<file path="config.mk">
export PLATFORM = sky130hd
export DESIGN_NAME = adc_sched
export DESIGN_NICKNAME = d
export VERILOG_FILES = /design/src/rtl/adc_sched.sv
export SDC_FILE = /design/constraint.sdc
export NUM_CORES = 1
export LEC_CHECK = 0
export ABC_AREA = 1
export CAP_MARGIN = 20
export CORE_ASPECT_RATIO = 0.8
export CORE_MARGIN = 5
export CORE_UTILIZATION = 40
export DETAILED_ROUTE_END_ITERATION = 16
export GPL_TIMING_DRIVEN = 0
export PLACE_DENSITY = 0.77
export SLEW_MARGIN = 30
export SYNTH_ARGS = -nofsm -noshare
export SYNTH_HDL_FRONTEND = slang
export SYNTH_SLANG_ARGS = --single-unit
</file>
<file path="constraint.sdc">
create_clock -name clock -period 2.1 [get_ports clock]
set_input_delay 0.42 -clock clock [delete_from_list [all_inputs] [get_ports clock]]
set_output_delay 0.42 -clock clock [all_outputs]
set_load 0.03 [all_outputs]
</file>
<file path="src/rtl/adc_sched.sv">
// ADC conversion scheduler: round-robin arbitration of four requesters onto one
// SPI ADC engine, with background polling of both channels and a per-conversion timeout.
module adc_sched #(
   parameter int POLL_DIV = 1024,
   parameter int TIMEOUT  = 255,
   parameter int DATA_W   = 12
) (
   input  logic              clock,
   input  logic              reset,
   input  logic [3:0]        req,
   input  logic [3:0]        req_ch,
   output logic [3:0]        ack,
   output logic [DATA_W-1:0] rd_data,
   output logic              rd_err,
   output logic              conv_start,
   output logic              conv_ch,
   input  logic              conv_busy,
   input  logic              conv_done,
   input  logic [DATA_W-1:0] conv_data,
   output logic [DATA_W-1:0] ain0,
   output logic [DATA_W-1:0] ain1,
   output logic              fault
);

   localparam int PW = (POLL_DIV > 1) ? $clog2(POLL_DIV) : 1;
   localparam int TW = (TIMEOUT > 1) ? $clog2(TIMEOUT) : 1;

   typedef enum logic [1:0] {IDLE, START, WAIT, ACK} state_t;

   state_t          state, state_nxt;
   logic [1:0]      last_grant;
   logic [1:0]      grant_idx;
   logic            src_req;
   logic [TW-1:0]   tmo_cnt;
   logic [PW-1:0]   poll_cnt;
   logic            poll_pend;
   logic            poll_ch;

   logic            arb_found;
   logic [1:0]      arb_idx;
   logic            grant_en;
   logic            poll_launch;
   logic            wait_done;
   logic            wait_tmo;
   logic            tmo_last;
   logic            poll_wrap;

   // Round-robin: first requester found scanning upward from last_grant+1.
   always_comb begin
      arb_found = 1'b0;
      arb_idx   = last_grant;
      for (int i = 1; i <= 4; i++) begin
         if (!arb_found && req[last_grant + 2'(i)]) begin
            arb_found = 1'b1;
            arb_idx   = last_grant + 2'(i);
         end
      end
   end

   // Expiry is flagged in the last permitted WAIT cycle so at most TIMEOUT cycles are spent there.
   assign tmo_last  = (TIMEOUT <= 1) || (tmo_cnt == TW'(TIMEOUT - 1));
   assign poll_wrap = (POLL_DIV != 0) && (poll_cnt == PW'(POLL_DIV - 1));

   always_comb begin
      state_nxt   = state;
      grant_en    = 1'b0;
      poll_launch = 1'b0;
      wait_done   = 1'b0;
      wait_tmo    = 1'b0;
      case (state)
         IDLE: begin
            if (!conv_busy) begin
               if (arb_found) begin
                  grant_en  = 1'b1;
                  state_nxt = START;
               end else if (poll_pend) begin
                  poll_launch = 1'b1;
                  state_nxt   = START;
               end
            end
         end
         START: state_nxt = WAIT;
         WAIT: begin
            if (conv_done) begin
               wait_done = 1'b1;
               state_nxt = ACK;
            end else if (tmo_last) begin
               wait_tmo  = 1'b1;
               state_nxt = ACK;
            end
         end
         ACK: state_nxt = IDLE;
         default: state_nxt = IDLE;
      endcase
   end

   assign conv_start = (state == START);

   always_ff @(posedge clock or posedge reset) begin
      if (reset) begin
         state      <= IDLE;
         last_grant <= 2'd3;
         grant_idx  <= 2'd0;
         src_req    <= 1'b0;
         conv_ch    <= 1'b0;
         tmo_cnt    <= '0;
      end else begin
         state <= state_nxt;
         if (grant_en) begin
            grant_idx  <= arb_idx;
            last_grant <= arb_idx;
            src_req    <= 1'b1;
            conv_ch    <= req_ch[arb_idx];
         end else if (poll_launch) begin
            src_req <= 1'b0;
            conv_ch <= poll_ch;
         end
         if (state == START)
            tmo_cnt <= '0;
         else if (state == WAIT)
            tmo_cnt <= tmo_cnt + 1'b1;
      end
   end

   // Result, ack and channel mirrors are loaded on the WAIT exit edge and are visible during ACK.
   always_ff @(posedge clock or posedge reset) begin
      if (reset) begin
         ack     <= 4'b0000;
         rd_data <= '0;
         rd_err  <= 1'b0;
         ain0    <= '0;
         ain1    <= '0;
         fault   <= 1'b0;
      end else begin
         ack <= 4'b0000;
         if (wait_done || wait_tmo) begin
            if (src_req && req[grant_idx])
               ack <= 4'b0001 << grant_idx;
            rd_data <= wait_done ? conv_data : '0;
            rd_err  <= wait_tmo;
         end
         if (wait_done) begin
            if (conv_ch)
               ain1 <= conv_data;
            else
               ain0 <= conv_data;
         end
         if (wait_tmo)
            fault <= 1'b1;
      end
   end

   // A wrap while a poll is still pending is absorbed, not queued.
   always_ff @(posedge clock or posedge reset) begin
      if (reset) begin
         poll_cnt  <= '0;
         poll_pend <= 1'b0;
         poll_ch   <= 1'b0;
      end else begin
         if (poll_wrap || (POLL_DIV == 0))
            poll_cnt <= '0;
         else
            poll_cnt <= poll_cnt + 1'b1;
         if (poll_wrap)
            poll_pend <= 1'b1;
         else if (poll_launch)
            poll_pend <= 1'b0;
         if (poll_launch)
            poll_ch <= ~poll_ch;
      end
   end

endmodule

</file>
# After elaboration in Yosys (flattened, before gate mapping)
# Index checks and enable logic that the tools add are counted.
# totals
regBits,70
output_inout_bits,44
in_bits,24
# op_classes
n_addsub,5
reduce_logical,15
order_cmp,6
eq_ne,8
shifts,1
muxes,49
bitwise,2
# ops
cell,n
1-bit 2-to-1 mux,27
"2-bit by 3-bit less-than comparator with 1-bit output, second input constant",6
2-bit 2-to-1 mux,9
8-bit 2-to-1 mux,2
1-bit binary-select mux with 2-bit select,6
12-bit 2-to-1 mux,1
"10-bit by 1-bit adder with 10-bit output, second input constant",1
"10-bit == test, second input constant",1
10-bit 2-to-1 mux,1
"8-bit by 1-bit adder with 8-bit output, second input constant",1
"8-bit == test, second input constant",1
4-bit 2-to-1 mux,2
2-bit one-hot mux with 4 select lines,1
"3-bit inequality test, second input constant",2
2-bit nonzero test,3
"2-bit adder, second input constant",2
"2-bit == test, second input constant",2
1-bit logical AND,4
2-bit AND reduction,2
"1-bit by 2-bit left shift with 4-bit output, first input constant",1
1-bit zero test,3
3-bit AND reduction,1
"2-bit by 1-bit adder with 2-bit output, second input constant",1
"2-bit by 1-bit == test with 1-bit output, second input constant",1
other kinds (4),5

# Logic depth before layout (Yosys ltp)
# Gate-level depths: netlist of run 1.
# logic_depth
depth_word,18
mapped_depth,13
depth_no_buf,13

# Worst setup path after synthesis of run 1
# Ideal clock, no wire load.
# synth_path
path_type,register -> register
start,register last_grant[0]
end,register conv_ch
path_slack_ns,0.479
required_ns,1.980
setup_ns,0.120
path_stages_with_launch,11
path_buffers,1
arrival_time_ns,1.501
path_cell_list,dfstp_2 > buf_6 > nand2_1 > nand3_1 > nand2_2 > nor2_8 > nand4_4 > clkinv_2 > nand3_4 > o21ai_2 > a21oi_2
# synth_between
elab_chain_len,17
word_cells_on_any_way,35
classes_between,add/sub (3); mux (25); reduce/logical (7)
# synth_rtl
item,line_no,text
"start, declared",31,logic [1:0] last_grant;
"start signal, assigned",111,last_grant <= arb_idx;
2-bit by 1-bit adder with 2-bit output,"53, 55",
1-bit binary-select mux with 2-bit select,53,if (!arb_found && req[last_grant + 2'(i)]) begin
1-bit 2-to-1 mux (implied by the code),53,
1-bit 2-to-1 mux,53,
1-bit zero test,53,
1-bit logical AND,53,
1-bit 2-to-1 mux,53,
1-bit zero test,53,
1-bit logical AND,53,
1-bit 2-to-1 mux,53,
1-bit zero test,53,
1-bit logical AND,53,
1-bit 2-to-1 mux,53,
1-bit 2-to-1 mux,73,if (arb_found) begin
1-bit 2-to-1 mux,72,if (!conv_busy) begin
1-bit 2-to-1 mux,70,case (state)
1-bit 2-to-1 mux / 2-bit nonzero test (equally long branches),--,
"end signal, assigned",113,conv_ch <= req_ch[arb_idx];
"end signal, assigned",116,conv_ch <= poll_ch;
"end, declared",16,"output logic conv_ch,"
# Several ways; a longest one is shown, not always the timed one. The select of a mux whose other input is x is not followed.
# A chain may end at the register's enable or synchronous reset.

# Worst setup path after layout of run 1
# layout_path
start,register state[0]
end,register ain1[3]
# layout_between
elab_chain_len,3
# layout_rtl
item,line_no,text
"start, declared",30,"state_t state, state_nxt;"
"start signal, assigned",108,state <= state_nxt;
2-bit == test,70,
1-bit 2-to-1 mux,70,
2-bit AND reduction (no source line),--,
"end signal, assigned",144,ain1 <= conv_data;
"end, declared",21,"output logic [DATA_W-1:0] ain1,"
# Every way passes these cells.

==> results of run 1 <==
cell usage after synthesis (2+ instances only):
master / instances / area [µm²]
a21oi_1: 7 / 35.0
a31oi_1: 2 / 12.5
clkbuf_1: 8 / 30.0
dfrtp_1: 68 / 1700
dfstp_2: 2 / 52.6
ha_1: 7 / 87.6
inv_1: 51 / 191
inv_2: 3 / 11.3
nand2_1: 69 / 259
nand2_2: 12 / 75.1
nand2_4: 8 / 90.1
nand3_1: 35 / 175
nand3_2: 3 / 30.0
nor2_1: 19 / 71.3
nor3_1: 9 / 45.0
o21a_1: 2 / 15.0
o21ai_0: 43 / 215
o21ai_1: 5 / 25.0
o21ai_2: 2 / 17.5
xnor2_1: 3 / 26.3
xor2_1: 4 / 35.0
registers in the layout, summed over array words and instances (netlist names):
signal,cells
conv_ch,1
state,2
ain1,12
rd_err,1
rd_data,12
ack,4
src_req,1
last_grant,2
tmo_cnt,8
poll_cnt,10
poll_pend,1
poll_ch,1
fault,1
grant_idx,2
ain0,12
cells by family after synthesis:
logic type               after synthesis  share of synthesized area
buffers and inverters                 65                     0.0754
adder cells (fa/ha/maj)                7                     0.0259
AO/OA/AOI/OAI                         63                     0.0990
XOR/XNOR                               7                     0.0181
flip-flops                            70                      0.518
AND/OR/NAND/NOR                      166                      0.263
final timing paths:
check | from | to | slack [ns] | cells after the start
worst max register to register | state[0] | ain1[3] | 0.17 | 7
max in group asynchronous | reset | last_grant[0] | 1.08 | 3
worst max-delay path | state[0] | ain1[3] | 0.17 | 7
worst min-delay path | fault | fault | 0.47 | 2
min in group asynchronous | reset | poll_cnt[6] | 0.48 | 2
worst min register to register | fault | fault | 0.47 | 2
metal layers:
layer | global-route usage | part of all wire
met1 | 0.207 | 0.45
met4 | 0.0490 | 0.015
met5 | 0 | 0
met2 | 0.253 | 0.48
met3 | 0.0536 | 0.050
stage by stage:
step,instance area (µm²),worst slack (ns),instances
finish,4470,0.167,575
global route,4470,0.0342,575
CTS,4460,0.103,575
detailed placement,4250,-0.0105,559
global placement,4200,0.0427,557
floorplan,3390,0.479,378
power groups by stage:
stage               logic (mW)  registers, mW  clock network, mW
finish                    3.45           2.13               1.16
global route              3.77           2.19               1.25
CTS                       3.47           2.13               1.20
detailed placement        3.46           2.15                  0
global placement          3.35           2.14                  0
floorplan                 1.71           2.74                  0
worst max-delay path, stage by stage (launching register included):
cell	delay, ns
dfrtp_1	0.37
inv_1	0.08
ha_1	0.29
nand2_1	0.28
nor2_1	0.07
inv_1	0.16
clkbuf_1	0.37
o21ai_0	0.16
layout make-up:
class,instances,area (µm²)
flip-flops and latches,70,1750
plain buffers,9,42.5
fillers,742,3900
clock inverters,4,70.1
inverters,56,218
multi-input cells,243,1390
clock buffers,12,145
repair buffers,69,717
well taps,112,140
what timing repair did:
| item | CTS | global route |
|---|---|---|
| resized for setup | 1 | 4 |
| setup endpoints to repair | 1 | 7 |
| hold buffers | 0 | 0 |
==> impl_metrics.yaml, run 1 <==
clocking:
  root_buffer: "clkbuf_8"
  cts_max_level: 3
  cts_tree: "done"
  insertion_delay_ns: 0.33
  clkSlewWorstSetupHoldPaths_ns: 0.07
  numClockSinks: 70
  post_cts_buffers: 0
  clk_path_buf_depth: 2
  cts_made_buffers: 9
global_route:
  track_usage: 0.160
  antenna_found_initial: 0
  grt_start_max_net_pins: 31
  grt_pass1_wl_mm: 13.4
  grt_overflow: 0
  grt_pass1_vias: 2861
critical_path:
  worst_setup_path_end_kind: "flop"
  cp_max_fo: 10
  start_kind: "flop"
  critPathRequiredTime_ns: 2.29
  cp.arrival_ns: 2.12
  critical_path_class: "reg -> reg"
yosys:
  netlist_instances: 378
  ys_seq_area_frac: 0.518
  syn_avg_cell_area_um2: 8.96
  ys_async_sr_fraction: 1.00
  synth_area_mm2: 0.00339
  synth_ff_type: "dfrtp_1"
  synth-edff-count: 0
  synth_cell_types: 37
  synth_seq_cells: 70
  syn-num-nets: 409
  ys.warnings.count: 0
power:
  p_int_mw: 3.80
  swShare: 0.436
  p_total_mw: 6.74
  seqPwrFrac: 0.316
  p_sw_mw: 2.94
  power_density_mw_per_mm2: 1510
  p_leak_nw: 2.18
  clkPwrFrac: 0.172
  p_comb_frac: 0.512
  vdd_drop_max_mv: 0.764
placed_design:
  dpl.hpwl_mm: 5.88
  port_buffers: 67
  gp_congestion: 0.840
timing:
  finalCriticalPeriod_ns: 1.93
  fin_crit_sh: 0.920
  finalSetupViolCount: 0
  rsz0062_at_grt: "no"
  slew_headroom: 0.657
  max_freq_mhz: 517
  holdWs_ns: 0.467
  hold_viol: 0
  fin_setup_tns_ns: 0
  tightest_slew_ns: 0.513
  fin_worst_skew_ns: 0.00668
  maxSlewViolCount: 0
floorplanning:
  die_height_um: 92.3
  die_w_um: 113
  io_pins: 68
  start_util: 0.404
  rows: 30
  die-area_mm2: 0.0104
  coreArea_mm2: 0.00837
route:
  viasPerCell: 4.76
  wirelength_mm: 7.82
  postRouteAntennaNets: 0
  vias: 2735
  drc: 0
  drt-initial-drc-count: 110
  routedWlPerCell_um: 13.6
  dr.pass1.iters: 4
finish:
  nets: 489
  drive_above_1_share: 0.134
  synthToLayoutAreaGrowth_pct: 32.1
  fin_util: 0.534
  n_antenna_cell: 0
  final_common_cell: "nand2_1"
  layout_common_cells: "nand2_1 (69), dfrtp_1 (68), clkdlybuf4s50_1 (66)"
min_path:
  worstHoldPathType: "reg -> reg"
job:
  cap_violations: 0
status:
  outcome: "completed"
No activity file was read; power rests on OpenSTA's default activity.
==> run 2, diff against run 1 <==
Settings changed: CORE_ASPECT_RATIO 0.8 to 0.6, MAX_ROUTING_LAYER set to met4, SLEW_MARGIN 30 to 25.
==> run 2 against run 1 <==
Net effect: cell area grew 2.6%; wire length increased by 5.3%; sequential share of layout area fell by 0.99 points; critical path type unchanged; critical path depth decreased by 1; power is 8.0% higher; non-clock buffer count unchanged; utilization is 1.2 points higher; worst setup slack improved by 0.075 ns; die area increased by 0.47%.
==> impl_metrics.yaml, run 2 (synthesis gave the netlist of run 1 again) <==
route:
  dr.pass1.iters: 4
  drc: 0
  drt-initial-drc-count: 174
  vias: 2804
  postRouteAntennaNets: 0
  routedWlPerCell_um: 14.3
  wirelength_mm: 8.24
  viasPerCell: 4.88
placed_design:
  dpl.hpwl_mm: 6.12
  port_buffers: 67
  place_inst: 559
  gp_congestion: 0.820
floorplanning:
  start_util: 0.403
  die-area_mm2: 0.0105
  die_w_um: 129
  die_height_um: 81.3
  rows: 26
  coreArea_mm2: 0.00839
  io_pins: 68
critical_path:
  critical_path_class: "reg -> reg"
  start_kind: "flop"
  cp_max_fo: 10
  critPathRequiredTime_ns: 2.33
  crit_start: "state[0]"
  ff2ff_path_depth: 6
  cp.arrival_ns: 2.09
  r2r-start: "state[0]"
  worst_setup_path_end_kind: "flop"
global_route:
  grt_pass1_wl_mm: 13.8
  grt_start_max_net_pins: 30
  antenna_found_initial: 0
  grt_pass1_vias: 2801
  track_usage: 0.174
  grt_overflow: 0
job:
  cap_violations: 0
timing:
  finalSetupViolCount: 0
  fin_worst_skew_ns: 0.0105
  fin_setup_tns_ns: 0
  rsz0062_at_grt: "no"
  maxSlewViolCount: 0
  tightest_slew_ns: 0.575
  slew_headroom: 0.617
  fin_crit_sh: 0.885
  finalCriticalPeriod_ns: 1.86
  hold_viol: 0
  max_freq_mhz: 538
clocking:
  cts_tree: "done"
  root_buffer: "clkbuf_16"
  insertion_delay_ns: 0.33
  cts_made_buffers: 9
  clkSlewWorstSetupHoldPaths_ns: 0.05
  post_cts_buffers: 0
  cts_max_level: 3
  clk_path_buf_depth: 2
  numClockSinks: 70
power:
  seqPwrFrac: 0.293
  p_leak_nw: 2.22
  power_density_mw_per_mm2: 1590
  swShare: 0.422
  p_int_mw: 4.21
  vdd_drop_max_mv: 0.898
  clkPwrFrac: 0.227
  p_sw_mw: 3.07
  p_comb_frac: 0.480
min_path:
  worstHoldPathType: "reg -> reg"
  worstHoldPathCells: 2
  min_from: "fault"
finish:
  reg_top3: "ain0 (12), ain1 (12), rd_data (12)"
  n_antenna_cell: 0
  layout_common_cells: "nand2_1 (68), dfrtp_1 (68), clkdlybuf4s50_1 (66)"
  stdcell_count: 575
  nets: 489
  drive_above_1_share: 0.143
  synthToLayoutAreaGrowth_pct: 35.5
status:
  outcome: "completed"
-- run 2: cell count changes in the layout (fill, tap and decap cells not counted), sizes merged --
cell      change
clkinvlp      +1
clkbuf        -1
-- run 2: path summary, 6_finish.rpt --
path | endpoint | slack (ns)
max in group asynchronous | last_grant[0] | 0.86
worst max register to register | rd_data[2] | 0.24
worst max-delay path | rd_data[2] | 0.24
worst min register to register | fault | 0.47
worst min-delay path | fault | 0.47
min in group asynchronous | ain0[10] | 0.48
-- run 2: stage by stage --
step           setup slack [ns]  hold WS [ns]  cell area [µm²]  total power [mW]   util
2_1_floorplan             0.479         0.458             3390              4.44      -
3_3_place_gp             0.0680         0.455             4200              5.50  0.500
3_5_place_dp            -0.0286         0.467             4250              5.62  0.506
4_1_cts                  0.0635         0.481             4580              7.32  0.546
5_1_grt                  0.0555         0.499             4590              7.75  0.547
6_report                  0.242         0.470             4590              7.27  0.547
-- run 2: worst max-delay path, cell delays in order, from the launching register on --
cell and delay [ns]:
dfrtp_1 0.37, inv_1 0.08, ha_1 0.29, nand2_2 0.22
clkbuf_1 0.48, nand3_1 0.17, o21ai_0 0.14
-- run 2: final cells by class --
type / instances / area, µm²
well taps: 112 / 140
plain buffers: 9 / 43.8
inverters: 56 / 218
flip-flops and latches: 70 / 1750
clock inverters: 5 / 81.3
clock buffers: 11 / 253
repair buffers: 69 / 717
fillers: 749 / 3800
multi-input cells: 243 / 1380
-- run 2: power by group through the flow --
stage	Sequential, mW	Combinational (mW)	Clock (mW)
finish	2.13	3.49	1.65
global route	2.18	3.80	1.77
CTS	2.13	3.50	1.69
detailed placement	2.14	3.48	0
global placement	2.13	3.37	0
floorplan	2.74	1.71	0
-- run 2: per-layer routing --
layer  vias up  wire [µm]  track usage
li1       1375          -            -
met1      1351       3890        0.225
met2        68       3870        0.269
met3        10        386       0.0526
met4         0         85       0.0461
met5         -          0            -
-- run 2: timing repair --
action	in CTS	in global routing
gates cloned	0	0
hold buffers	0	0
resized for setup	1	6
endpoints found under the setup margin	1	14
